`src/rtl/regfile_wb_arbiter_pkg.sv`:
```
// Shared constants and types for the register-file writeback arbiter.
// Index 0 is the hardwired-zero register, so writes to it are no-ops.
package regfile_wb_arbiter_pkg;

  localparam int unsigned DATA_W   = 32;
  localparam int unsigned ADDR_W   = 5;
  localparam int unsigned ZERO_REG = 0;

  // Buffer occupancy: FORCE is HELD plus a pipeline stall request.
  typedef enum logic [1:0] {
    ST_EMPTY = 2'd0,
    ST_HELD  = 2'd1,
    ST_FORCE = 2'd2
  } arb_state_e;

endpackage

```
`src/rtl/regfile_wb_arbiter_wb_hold_buffer.sv`:
```
// One-entry destination/value register holding an MDU result until the
// register file write port is free.
module wb_hold_buffer #(
  parameter int unsigned DATA_W = regfile_wb_arbiter_pkg::DATA_W,
  parameter int unsigned ADDR_W = regfile_wb_arbiter_pkg::ADDR_W
) (
  input  logic              clock,
  input  logic              resetn,
  input  logic              load,
  input  logic              clear,
  input  logic [ADDR_W-1:0] load_pos,
  input  logic [DATA_W-1:0] load_value,
  output logic [ADDR_W-1:0] pos,
  output logic [DATA_W-1:0] value
);

  logic [ADDR_W-1:0] pos_q, pos_d;
  logic [DATA_W-1:0] value_q, value_d;

  // Load wins over clear; the arbiter never asserts both together.
  always_comb begin
    pos_d   = pos_q;
    value_d = value_q;
    if (load) begin
      pos_d   = load_pos;
      value_d = load_value;
    end else if (clear) begin
      pos_d   = '0;
      value_d = '0;
    end
  end

  always_ff @(posedge clock or negedge resetn) begin
    if (!resetn) begin
      pos_q   <= '0;
      value_q <= '0;
    end else begin
      pos_q   <= pos_d;
      value_q <= value_d;
    end
  end

  assign pos   = pos_q;
  assign value = value_q;

endmodule

```
`src/rtl/regfile_wb_arbiter.sv`:
```
// Shares the register file write port between the pipeline writeback stage
// (priority, combinational) and a buffered multi-cycle MDU result.
module regfile_wb_arbiter #(
  parameter int unsigned DATA_W   = regfile_wb_arbiter_pkg::DATA_W,
  parameter int unsigned ADDR_W   = regfile_wb_arbiter_pkg::ADDR_W,
  parameter int unsigned MAX_WAIT = 4
) (
  input  logic                              clock,
  input  logic                              resetn,
  input  logic                              pipe_we,
  input  logic [ADDR_W-1:0]                 pipe_pos,
  input  logic [DATA_W-1:0]                 pipe_value,
  input  logic                              mdu_valid,
  output logic                              mdu_ready,
  input  logic [ADDR_W-1:0]                 mdu_pos,
  input  logic [DATA_W-1:0]                 mdu_value,
  output logic [ADDR_W-1:0]                 wr_pos,
  output logic [DATA_W-1:0]                 wr_value,
  output logic                              stall_pipe,
  output logic                              pend_valid,
  output logic [ADDR_W-1:0]                 pend_pos,
  output logic                              drop_pulse,
  output logic                              protocol_err,
  output regfile_wb_arbiter_pkg::arb_state_e dbg_state
);

  import regfile_wb_arbiter_pkg::*;

  // MDU handshake: a result transfers on a rising clock edge where
  // mdu_valid && mdu_ready; mdu_ready does not depend on mdu_valid.
  // The pipeline has no handshake and must honour stall_pipe itself.

  localparam logic [3:0] WAIT_LAST = 4'(MAX_WAIT - 1);

  arb_state_e        state_q, state_d;
  logic [3:0]        wait_cnt_q, wait_cnt_d;
  logic              protocol_err_q, protocol_err_d;
  logic              pipe_eff;
  logic              mdu_take;
  logic              buf_load;
  logic              buf_clear;
  logic              grant;
  logic              drop;
  logic [3:0]        wait_inc;
  logic [ADDR_W-1:0] buf_pos;
  logic [DATA_W-1:0] buf_value;

  assign pipe_eff = pipe_we && (pipe_pos != ADDR_W'(ZERO_REG));
  assign mdu_take = mdu_valid && (state_q == ST_EMPTY);
  assign wait_inc = wait_cnt_q + 4'd1;

  wb_hold_buffer #(
    .DATA_W (DATA_W),
    .ADDR_W (ADDR_W)
  ) u_hold (
    .clock      (clock),
    .resetn     (resetn),
    .load       (buf_load),
    .clear      (buf_clear),
    .load_pos   (mdu_pos),
    .load_value (mdu_value),
    .pos        (buf_pos),
    .value      (buf_value)
  );

  always_comb begin
    state_d        = state_q;
    wait_cnt_d     = wait_cnt_q;
    protocol_err_d = protocol_err_q;
    buf_load       = 1'b0;
    buf_clear      = 1'b0;
    grant          = 1'b0;
    drop           = 1'b0;
    case (state_q)
      ST_EMPTY: begin
        // A result for r0 is accepted and simply never buffered.
        if (mdu_take && (mdu_pos != ADDR_W'(ZERO_REG))) begin
          buf_load   = 1'b1;
          wait_cnt_d = 4'd0;
          state_d    = ST_HELD;
        end
      end
      ST_HELD, ST_FORCE: begin
        if (!pipe_eff) begin
          grant      = 1'b1;
          buf_clear  = 1'b1;
          wait_cnt_d = 4'd0;
          state_d    = ST_EMPTY;
        end else if (pipe_pos == buf_pos) begin
          // Younger pipeline write to the same register makes ours stale.
          drop       = 1'b1;
          buf_clear  = 1'b1;
          wait_cnt_d = 4'd0;
          state_d    = ST_EMPTY;
        end else if (state_q == ST_HELD) begin
          wait_cnt_d = wait_inc;
          if (wait_inc >= WAIT_LAST) begin
            state_d = ST_FORCE;
          end
        end else begin
          protocol_err_d = 1'b1;
        end
      end
      default: begin
        buf_clear  = 1'b1;
        wait_cnt_d = 4'd0;
        state_d    = ST_EMPTY;
      end
    endcase
  end

  always_ff @(posedge clock or negedge resetn) begin
    if (!resetn) begin
      state_q        <= ST_EMPTY;
      wait_cnt_q     <= 4'd0;
      protocol_err_q <= 1'b0;
    end else begin
      state_q        <= state_d;
      wait_cnt_q     <= wait_cnt_d;
      protocol_err_q <= protocol_err_d;
    end
  end

  // Pipe priority is stateless, so this path is live even in reset.
  always_comb begin
    wr_pos   = '0;
    wr_value = '0;
    if (pipe_eff) begin
      wr_pos   = pipe_pos;
      wr_value = pipe_value;
    end else if (grant) begin
      wr_pos   = buf_pos;
      wr_value = buf_value;
    end
  end

  assign mdu_ready    = (state_q == ST_EMPTY);
  assign stall_pipe   = (state_q == ST_FORCE);
  assign pend_valid   = (state_q != ST_EMPTY);
  assign pend_pos     = buf_pos;
  assign drop_pulse   = drop;
  assign protocol_err = protocol_err_q;
  assign dbg_state    = state_q;

endmodule

```
`config.mk`:
```
export PLATFORM = sky130hd
export DESIGN_NAME = regfile_wb_arbiter
export DESIGN_NICKNAME = d
export VERILOG_FILES = /design/src/rtl/regfile_wb_arbiter_pkg.sv /design/src/rtl/regfile_wb_arbiter_wb_hold_buffer.sv /design/src/rtl/regfile_wb_arbiter.sv
export SDC_FILE = /design/constraint.sdc
export NUM_CORES = 1
export LEC_CHECK = 0
export ABC_AREA = 1
export BUFFER_PORTS_ARGS = -buffer_cell sky130_fd_sc_hd__buf_2
export CORE_UTILIZATION = 46
export DETAILED_ROUTE_END_ITERATION = 8
export HOLD_SLACK_MARGIN = 0.05
export PLACE_DENSITY = 0.8
export SYNTH_ARGS = -nofsm -noshare
export SYNTH_HDL_FRONTEND = slang
export SYNTH_HIERARCHICAL = 1
export SYNTH_SLANG_ARGS = --single-unit
export TNS_END_PERCENT = 50
```
`constraint.sdc`:
```
create_clock -name clock -period 2.1 [get_ports clock]
set_input_delay 0.21 -clock clock [delete_from_list [all_inputs] [get_ports clock]]
set_output_delay 0.21 -clock clock [all_outputs]
set_load 0.02 [all_outputs]
```
==> run_results.csv <==
group,metric,value,unit
finish,fin_nets,580,
finish,post-route-util,0.645,
run,drv_cap,0,
worst_setup_path,r2r_cells,10,
die,core,0.00527,mm^2
die,die_h,77,um
grt,grt_overflow,0,
worst_setup_path,required,1.89,ns
sta,worst_pin_slew,0.975,ns
worst_setup_path,cp_max_fo,35,
sta,finalClockSkew,0.00793,ns
clock_tree,clock_latency,0.29,ns
logic_synthesis,ys_top_cells_by_count,"206 x nand2_1, 44 x dfrtp_1, 43 x nand3_1",
die,num_io_pins,127,
logic_synthesis,synth.distinct_cells,23,
route,firstDrtPassIters,5,
route,drc,0,
route,postRouteAntennaNets,0,
grt,grtUsageTotal,0.239,
finish,regArea,0.00110,mm^2
logic_synthesis,synth_cells,370,
grt,grt_max_degree,45,
sta,rsz0062_at_grt,"false",
clock_tree,root_buffer,"clkbuf_8",
worst_setup_path,critPathLaunchType,"flip-flop",
finish,syn_to_final_growth,31.3,%
power,p_per_area,1190,mW/mm^2
clock_tree,cts_tree,"yes",
clock_tree,ctsHoldBuffers,0,
finish,diodes,0,
logic_synthesis,yosysMostFrequentCell,"nand2_1",
worst_setup_path,cp.arrival,1.77,ns
grt,antenna_found_initial,0,
logic_synthesis,async_reset_ff_frac,1.00,
logic_synthesis,synth.yosys.warnings,6,
route,drt_iter0_drc,150,
sta,fmax,506,MHz
logic_synthesis,ys_seq_area_frac,0.426,
logic_synthesis,synth.avg_cell_area,6.99,um^2
clock_tree,cts_buffer_depth,2,
power,peakVddDrop,0.000578,V
logic_synthesis,synth_top_area_share,0.426,
clock_tree,cts_buffers,5,
sta,relSlewSlack,0.350,
grt,grt_pass1_wl,11400,um
run_status,outcome,"complete, no violations",
route,routed_wl,6870,um
finish,multiInputGateArea,0.00132,mm^2
worst_setup_path,crit_path_end_kind,"output port",
worst_setup_path,critPathLaunch,"dbg_state[0]",
logic_synthesis,synth_seq_cells,44,
sta,fin_crit_sh,0.941,
logic_synthesis,synth-edff-count,0,
logic_synthesis,synth_largest_area_cell,"dfrtp_1",
die,die_width,77,um
logic_synthesis,syn_area,0.00259,mm^2
sta,timing.hold.ws,0.0634,ns
sta,maxSlewViolCount,0,
die,row_count,26,
worst_setup_path,critPathKind,"flip-flop to output port",
logic_synthesis,synthFlopType,"dfrtp_1",
finish,fill_cells,514,
clock_tree,cts_sinks,44,
power,leakage,2.09,nW
die,start_util,0.491,
route,post_drt_wl_per_cell,12.1,um
sta,hold_violations,0,
die,dieArea,0.00593,mm^2
place,numPortBuffers,126,
place,gp_congestion,0.947,
logic_synthesis,syn_nets,455,
worst_setup_path,r2r_start,"dbg_state[0]",
clock_tree,clk_pin_slew,0.08,ns
logic_synthesis,synth.area.top_cells,"dfrtp_1 43%, nand2_1 30%, nand3_1 8.3%, ha_1 3.4%, inv_1 2.2%",
route,vias,2789,
grt,grt_pass1_vias,2647,
sta,setup_violations,0,
place,dp_hpwl,4800,um
sta,tns,0,ns
sta,min_period,1.98,ns
route,via_per_inst,4.93,
clock_tree,cts.htree.levels,2,
hold_path,hold_path.class,"input pin to asynchronous set/reset pin",
finish,drive_above_1_share,0.329,
## report_power, final
group | internal, mW | switching (mW)
Clock | 0.353 | 0.281
Combinational | 0.678 | 1.39
Sequential | 1.15 | 0.198
## worst paths after layout
path / endpoint / slack (ns)
hold reg to reg: u_hold/value[18] / 0.47
max in group asynchronous: u_hold/value[7] / 1.42
hold / removal: wait_cnt_q[2] / 0.06
min in group clock: u_hold/value[6] / 0.12
setup reg to reg: u_hold/value[4] / 0.18
setup / recovery: wr_pos[4] / 0.12
## cells by family after synthesis
| kind of cell | after synthesis | synth area share |
|---|---|---|
| compound gates | 7 | 0.0203 |
| buf+inv | 38 | 0.0754 |
| flops | 44 | 0.426 |
| xor+xnor | 2 | 0.00677 |
| fa+ha+maj | 7 | 0.0338 |
| simple gates | 272 | 0.438 |
## metal layers
layer  wire, um  global-route usage  part of all wire  vias to the layer above
met5          0                   0                 0                        -
met4        106              0.0811             0.015                        0
met3        381              0.0405             0.055                       10
met2       3400               0.435              0.49                      106
met1       2980               0.284              0.43                     1279
li1           -                   -                 -                     1394
## registers in the layout, indices dropped and copies added (netlist names)
signal,cells
u_hold/pos,5
dbg_state,2
wait_cnt_q,4
protocol_err,1
u_hold/value,32
## cell usage in the layout (no fill, tap or decap), types with 2 or more instances in the layout
cell type / n
nand2_1: 206
nand3_1: 43
nor2_1: 8
inv_2: 5
nor2_2: 4
o22ai_1: 3
nor2_4: 4
nand2_2: 5
nor3_1: 2
ha_1: 7
buf_4: 6
clkbuf_8: 5
buf_2: 126
xnor2_1: 2
inv_1: 14
dfrtp_1: 44
## critical path: stages, from the launching register on
cell     delay (ns)
dfrtp_1        0.36
inv_1          0.08
ha_1           0.32
buf_6          0.26
nand2_1        0.13
o22ai_1        0.13
buf_2          0.19
## area by class of cell
class	count	share of cell area
clock inverter	2	0.0103
tap	70	0.0258
timing repair buffer	134	0.208
clock buffer	6	0.0214
multi-input combinational	290	0.387
inverter	20	0.0232
sequential	44	0.324
## through the flow
| step | std cells | area, um^2 | setup slack [ns] | total power, mW |
|---|---|---|---|---|
| after detailed placement | 555 | 3240 | 0.00856 | 3.23 |
| after floorplan | 370 | 2590 | 0.0796 | 2.74 |
| after global routing | 566 | 3400 | 0.00556 | 4.36 |
| after CTS | 563 | 3350 | 0.00115 | 3.88 |
| after global placement | 555 | 3240 | 0.134 | 3.16 |
| final | 566 | 3400 | 0.125 | 4.05 |
## what timing repair did
action | in CTS | in global routing
buffers inserted | 0 | 1
resized for setup | 1 | 4
endpoints found under the setup margin | 6 | 54
cloned | 0 | 2
pin swaps | 1 | 2
Power figures use the tool's default switching activity.
